[src/rtl/player_action_encoder.sv]
// player_action_encoder
//
// Per-player button front end. It turns six raw, bouncing action buttons into
// a one-hot action word that the game logic samples once per game tick.
// Pipeline: 2-flop synchronizer -> per-bit debounce -> rising-edge press
// detect -> lowest-index arbitration -> issue FSM with tick-counted cooldown.
//
// Ports
//   clock        : single clock, rising edge
//   reset        : asynchronous, active-low
//   btn_raw[5:0] : raw buttons, active-high, asynchronous to clock
//   tick         : one-cycle game-tick strobe
//   action[5:0]  : one-hot action word, 0 = no action
//   action_valid : high exactly while action is non-zero
//   busy         : high while the FSM is not IDLE
//   dropped      : one-cycle registered pulse when a detected press is discarded
//   fsm_state    : current FSM state (IDLE=0, PENDING=1, ISSUED=2, COOLDOWN=3)
//
// Output qualifier: action is meaningful only while action_valid is high, and
// action_valid is high exactly when action is non-zero. There is no ready:
// the consumer samples on its tick, and the word is held for one full tick
// interval so that one sample is guaranteed to see it.

module player_action_encoder #(
  parameter int DEBOUNCE_MAX   = 50000,
  parameter int DEBOUNCE_W     = 16,
  parameter int COOLDOWN_TICKS = 2
) (
  input  logic       clock,
  input  logic       reset,
  input  logic [5:0] btn_raw,
  input  logic       tick,
  output logic [5:0] action,
  output logic       action_valid,
  output logic       busy,
  output logic       dropped,
  output logic [1:0] fsm_state
);

  typedef enum logic [1:0] {
    IDLE     = 2'd0,
    PENDING  = 2'd1,
    ISSUED   = 2'd2,
    COOLDOWN = 2'd3
  } state_t;

  // A cooldown of 0 still needs a legal one-bit counter.
  localparam int CW = (COOLDOWN_TICKS > 1) ? $clog2(COOLDOWN_TICKS + 1) : 1;
  localparam logic [DEBOUNCE_W-1:0] DB_LAST = DEBOUNCE_W'(DEBOUNCE_MAX - 1);
  localparam logic [CW-1:0]         CD_LOAD = CW'(COOLDOWN_TICKS);

  logic [5:0]            sync1;
  logic [5:0]            sync2;
  logic [5:0]            stable;
  logic [5:0]            stable_d;
  logic [DEBOUNCE_W-1:0] db_cnt [6];

  logic [5:0] press;
  logic [5:0] winner;
  logic [5:0] losers;

  state_t        state, state_n;
  logic [5:0]    pending, pending_n;
  logic [CW-1:0] cd_cnt, cd_cnt_n;
  logic [5:0]    action_n;
  logic          action_valid_n;
  logic          dropped_n;

  // Synchronizer and debounce. A bit's count only grows while the
  // synchronized level disagrees with the accepted level; any agreement
  // (a bounce back) restarts it from zero.
  always_ff @(posedge clock or negedge reset) begin
    if (!reset) begin
      sync1    <= '0;
      sync2    <= '0;
      stable   <= '0;
      stable_d <= '0;
      for (int i = 0; i < 6; i++) begin
        db_cnt[i] <= '0;
      end
    end else begin
      sync1    <= btn_raw;
      sync2    <= sync1;
      stable_d <= stable;
      for (int i = 0; i < 6; i++) begin
        if (sync2[i] == stable[i]) begin
          db_cnt[i] <= '0;
        end else if (db_cnt[i] == DB_LAST) begin
          stable[i] <= sync2[i];
          db_cnt[i] <= '0;
        end else begin
          db_cnt[i] <= db_cnt[i] + 1'b1;
        end
      end
    end
  end

  // Rising edges of the debounced level only; a held button yields one press.
  assign press  = stable & ~stable_d;
  // Two's-complement trick isolates the lowest set bit.
  assign winner = press & (~press + 6'd1);
  assign losers = press & ~winner;

  always_comb begin
    state_n        = state;
    pending_n      = pending;
    cd_cnt_n       = cd_cnt;
    action_n       = action;
    action_valid_n = action_valid;
    dropped_n      = 1'b0;
    case (state)
      IDLE: begin
        // A tick in the capture cycle is deliberately ignored; the press
        // waits for the next tick so it is held for a full interval.
        if (|press) begin
          pending_n = winner;
          dropped_n = |losers;
          state_n   = PENDING;
        end
      end
      PENDING: begin
        dropped_n = |press;
        if (tick) begin
          action_n       = pending;
          action_valid_n = 1'b1;
          pending_n      = '0;
          state_n        = ISSUED;
        end
      end
      ISSUED: begin
        dropped_n = |press;
        if (tick) begin
          action_n       = '0;
          action_valid_n = 1'b0;
          if (COOLDOWN_TICKS == 0) begin
            state_n = IDLE;
          end else begin
            cd_cnt_n = CD_LOAD;
            state_n  = COOLDOWN;
          end
        end
      end
      COOLDOWN: begin
        dropped_n = |press;
        if (tick) begin
          if (cd_cnt <= 1) begin
            cd_cnt_n = '0;
            state_n  = IDLE;
          end else begin
            cd_cnt_n = cd_cnt - 1'b1;
          end
        end
      end
      default: begin
        state_n = IDLE;
      end
    endcase
  end

  always_ff @(posedge clock or negedge reset) begin
    if (!reset) begin
      state        <= IDLE;
      pending      <= '0;
      cd_cnt       <= '0;
      action       <= '0;
      action_valid <= 1'b0;
      dropped      <= 1'b0;
    end else begin
      state        <= state_n;
      pending      <= pending_n;
      cd_cnt       <= cd_cnt_n;
      action       <= action_n;
      action_valid <= action_valid_n;
      dropped      <= dropped_n;
    end
  end

  assign busy      = (state != IDLE);
  assign fsm_state = state;

endmodule

[config.mk]
export PLATFORM = sky130hd
export DESIGN_NAME = player_action_encoder
export DESIGN_NICKNAME = d
export VERILOG_FILES = /design/src/rtl/player_action_encoder.sv
export SDC_FILE = /design/constraint.sdc
export NUM_CORES = 1
export LEC_CHECK = 0
export ABC_AREA = 1
export BUFFER_PORTS_ARGS = -buffer_cell sky130_fd_sc_hd__buf_2
export CAP_MARGIN = 25
export CELL_PAD_IN_SITES_DETAIL_PLACEMENT = 0
export CELL_PAD_IN_SITES_GLOBAL_PLACEMENT = 1
export CORE_ASPECT_RATIO = 1.2
export CORE_UTILIZATION = 47
export DETAILED_ROUTE_END_ITERATION = 12
export PLACE_DENSITY = 0.78
export SYNTH_ARGS = -nofsm -noshare
export SYNTH_HDL_FRONTEND = slang
export SYNTH_SLANG_ARGS = --single-unit
export TNS_END_PERCENT = 5
[constraint.sdc]
create_clock -name clock -period 1.6 [get_ports clock]
set_input_delay 0.32 -clock clock [delete_from_list [all_inputs] [get_ports clock]]
set_output_delay 0.32 -clock clock [all_outputs]
set_load 0.05 [all_outputs]
* Yosys cells after proc, flatten, opt, wreduce, memory -nomap -nowiden *
Index checks and enable logic that the tools add are counted.

storage, ports and cells
  flip-flop bits (word level) = 138
  input bits = 9
  output and inout bits = 11
  logic and storage cells = 111

cells by class
  add/subtract/negate cells = 8
  $lt $le $gt $ge = 1
  equal/unequal tests = 20
  muxes and demuxes = 31
  bitwise logic cells = 12
  reductions and logical operators = 18

operator list
  operator                 number
  $mux W16                 12
  $add A16 B1 Y16 const B  6
  $eq A16 B16 Y1 const B   6
  $pmux W6 S2              2
  $and A6 B6 Y6            3
  $mux W6                  3
  $not A6 Y6               3
  $mux W2                  7
  $reduce_and A2 Y1        6
  $reduce_or A6 Y1         2
  $ne A2 B2 Y1 const B     5
  $reduce_and A3 Y1        3
  $pmux W2 S4              1
  $reduce_bool A2 Y1       4
  $add A6 B1 Y6 const B    1
  $eq A1 B1 Y1             6
  $not A1 Y1               6
  $reduce_and A5 Y1        1
  $eq A2 B2 Y1 const B     2
  $pmux W1 S2              2
  $pmux W2 S2              1
  $mux W1                  3
  $reduce_or A3 Y1         1
  $eq A2 B1 Y1 const B     1
  other kinds (3)          3

* Longest topological paths before layout *
  word-level depth = 10
  mapped depth = 8
  mapped depth without buffers = 8

* Worst setup path after synthesis *
OpenSTA, ideal clock, no wires.

  kind = register to register
  start = register state[1] (netlist: fsm_state[1])
  end = register action_valid
  setup time = 125 ps
  arrival time = 1613 ps
  required time = 1475 ps
  slack = -137 ps
  cell stages (with the launch flop) = 6
  path buffers = 0
  clock period less this slack = 1737 ps
  cell sequence = dfrtp_1 -> inv_1 -> ha_1 -> inv_2 -> a21oi_2 -> mux2_2

between the ends
  longest elaborated chain between the ends = 3
  elaborated cells between the ends (all ways) = 7
  classes of those cells = 4 x eq/ne; 1 x mux; 2 x reduce/logical

RTL lines
  what                                                          RTL line  source
  start, declared                                               62        state_t state, state_n;
  start signal, assigned                                        169       state <= state_n;
  $eq A2 B1 Y1 or $eq A2 B2 Y1 (tied branches)                  111       case (state)
  $ne A2 B2 Y1 (no line) or $reduce_bool A2 Y1 (tied branches)  n/a
  $reduce_and A3 Y1 (no line)                                   n/a
  end signal, assigned                                          173       action_valid <= action_valid_n;
  end, declared                                                 34        output logic action_valid,

Parallel ways exist; a longest one is shown, timed or not.
A chain may end at the register's enable or synchronous reset.

* Final worst setup path *
  start = register state[1] (netlist: fsm_state[1])
  end = output port busy

between the ends
  longest elaborated chain between the ends = 1

RTL lines
  what                RTL line  source
  $reduce_bool A2 Y1  178       assign busy = (state != IDLE);
  end, declared       35        output logic busy,

Every way passes these cells.

==> impl_metrics.toml <==
[layout]
final_design_area_no_fill_um2 = 8250
n_fill_cell = 1331
final_core_util_pct = 57.0
area_growth_pct = 17.5
diodes = 0
drive_gt1_share_pct = 13.4
layout.nets = 980
ff_latch_area_um2 = 3460
multiInputGateArea_um2 = 3170

[synth]
syn-cell-area_um2 = 7030
synth_top_cell_by_area = "dfrtp_1"
yosys.area.top_type_share_pct = 49.2
synth_xor_xnor_area_share_pct = 3.86
async_flop_share_pct = 100
synth_seq_area_share_pct = 49.2
synth_edf_count = 0
synth.area.top_cells = "dfrtp_1 (49%), nand2_1 (11%), nor2_1 (10%), inv_1 (5.8%), nand3_1 (4.1%)"
synthFlopType = "dfrtp_1"
yosys.area_share.simple_pct = 33.6
ys_top_cells_by_count = "nand2_1 (209), nor2_1 (187), dfrtp_1 (138), inv_1 (108), nand3_1 (58)"
syn_inst = 895
synth_top_family_by_area = "simple AND/OR/NAND/NOR gates"
synthMuxAreaShare_pct = 0.160
synth_nets = 915
synth-compound-area-share_pct = 5.20
ys_seq_elements = 138
synthAdderAreaFrac_pct = 1.96
yosysMostFrequentCell = "nand2_1"
syn_area_per_cell_um2 = 7.85
yosysWarnings = 0
synth_cell_type_count = 30

[worst_setup_path]
cpMaxStageDelayCell = "dfrtp_2"
crit_arrival_ns = 1.24
crit_path_end_kind = "output port"
rr_worst_depth = 6
cpPeakStageDelay_ns = 0.42
worst_ep_required_time_ns = 1.28
worstSetupPathType = "reg2out"
crit_path_start_kind = "register"
crit_fanout = 3
path_cells = "inv_4 -> ha_4 -> inv_1 -> buf_6"

[power_and_ir_drop]
leakage_uw = 0.00381
p_switching_uw = 1730
clock_power_share_pct = 49.9
seq_power_share_pct = 46.2
internal_power_uw = 6060
combPwrFrac_pct = 3.9
peakVddDrop_mv = 0.709
switching_share_pct = 22.2
power_density_nw_per_um2 = 943

[route]
met1Wirelength_mm = 6.29
drc = 0
firstDrtPassIters = 4
vias = 5659
wirelength_mm = 14.1
routed_via_density = 4.82
drt_iter0_markers = 284
top_layer = "met4"
wl_met2_mm = 7.28
wl_per_cell_um = 12.0
dr_wl_met3_um = 282
ant_nets = 0

[cts]
cts.root.buffer_cell = "clkbuf_16"
cts_tree = "yes"
clkTransAtPathRegs_ns = 0.06
cts_made_buffers = 17
clk_path_buf_depth = 2
h-tree-depth = 4
clk_latency_ns = 0.41
cts.sinks = 138

[timing]
slew-limit-headroom_pct = 66.8
slew_viol_final = 0
max_slew.worst_pin.slew_ns = 0.495
setup_viol = 0
fin_ws_ns = 0.0441
fin_crit_sh_pct = 97.2
rsz0062_at_grt = "no"
fin_hold_ws_ns = 0.0179
fin_crit_ns = 1.56
finClkSkew_ns = 0.00577
hold_viol = 0
fmax_mhz = 643

[place]
place_ws_ns = 0.0655
dpl_cell_area_um2 = 7550
place.gp.congestion = 0.839
place.detailed.hpwl_mm = 10.4
io_buffer_count = 19

[grt]
grt.total_usage_pct = 20.3
grt_pass1_wl_mm = 24.9
grt_max_degree = 40
antenna_found_initial = 0
overflow = 0
first_global_vias = 5654

[floorplan]
row_count = 48
core_area_um2 = 14500
start_util_pct = 48.5
die_y_um = 136
dieWidth_um = 114
pin_count = 20
die-area_um2 = 15400

[status]
outcome = "finished, final reports clean"

[hold_path]
min_path_cells = 1
hp-class = "in2reg"

[run]
maxCapViolCount = 0
sequential cells by signal (all words and copies together), names as in the netlist, 2 cells and up:
register and cells:
db_cnt 96, action 6, pending 6, stable 6
stable_d 6, sync1 6, sync2 6, cd_cnt 2
fsm_state 2
layout by cell type (no fill, tap or decap), drive strengths merged, types with 11 or more instances in the layout:
cell type  instances
buf               42
inv              112
o21bai            11
o21ai             17
clkbuf            21
dfrtp            138
xor2              26
nand4             14
nand3             61
ha                11
nand2            226
nor3              30
nor2             203
a21oi             28
cell type report:
cell class / instances / area share [%]
Timing Repair Buffer: 47 / 4.46
Clock buffer: 21 / 5.70
Multi-Input combinational cell: 645 / 38.4
Sequential cell: 138 / 41.9
Tap cell: 200 / 3.03
Inverter: 111 / 5.08
Clock inverter: 11 / 1.44
cells by family after synthesis:
logic type	count (synthesis)
mux	1
simple gates	540
flops	138
xor+xnor	31
fa+ha+maj	11
compound gates	62
buf+inv	112
per-layer routing:
layer  up-vias  track usage, %
met2        40            36.7
met3        17            4.15
met5         -               0
li1       2945               -
met4         0            7.53
met1      2657            23.6
worst paths after layout:
check,start,endpoint,slack (ns)
max,fsm_state[1]$_DFFE_PN0P_,busy,0.04
min,btn_raw[4],sync1[4]$_DFF_PN0_,0.02
max reg2reg,fsm_state[0]$_DFFE_PN0P_,action_valid$_DFFE_PN0P_,0.12
min reg2reg,sync1[2]$_DFF_PN0_,sync2[2]$_DFF_PN0_,0.35
max in group asynchronous,reset,db_cnt[59]$_DFF_PN0_,0.66
min in group asynchronous,reset,db_cnt[26]$_DFF_PN0_,0.38
metrics by stage:
| stage | total power [µW] | TNS (ns) | std cells |
|---|---|---|---|
| floorplan | 3800 | -0.0232 | 895 |
| global placement | 3950 | 0 | 1132 |
| detailed placement | 3960 | 0 | 1132 |
| CTS | 7890 | 0 | 1173 |
| global route | 8080 | 0 | 1173 |
| finish | 7790 | 0 | 1173 |
worst max-delay path, delay by kind of cell, from the launching register on:
kind,cells,cell delay (ns)
adder cells (fa/ha/maj),1,0.14
flip-flops,1,0.42
buffers and inverters,3,0.27
repair_timing:
action | in CTS | in global routing
hold buffers | 5 | 0
pin swaps | 1 | 0
setup buffers | 4 | 0
resized for setup | 6 | 5
endpoints found under the hold margin | 37 | 0
setup endpoints to repair | 1 | 8
power groups by stage:
stage	clock, µW	combinational, µW	sequential (µW)
after detailed placement	0	306	3660
after global placement	0	299	3650
after floorplan	0	122	3680
final	3890	307	3590
after global routing	4130	352	3600
after CTS	3980	317	3590
(Power assumes the default switching activity.)
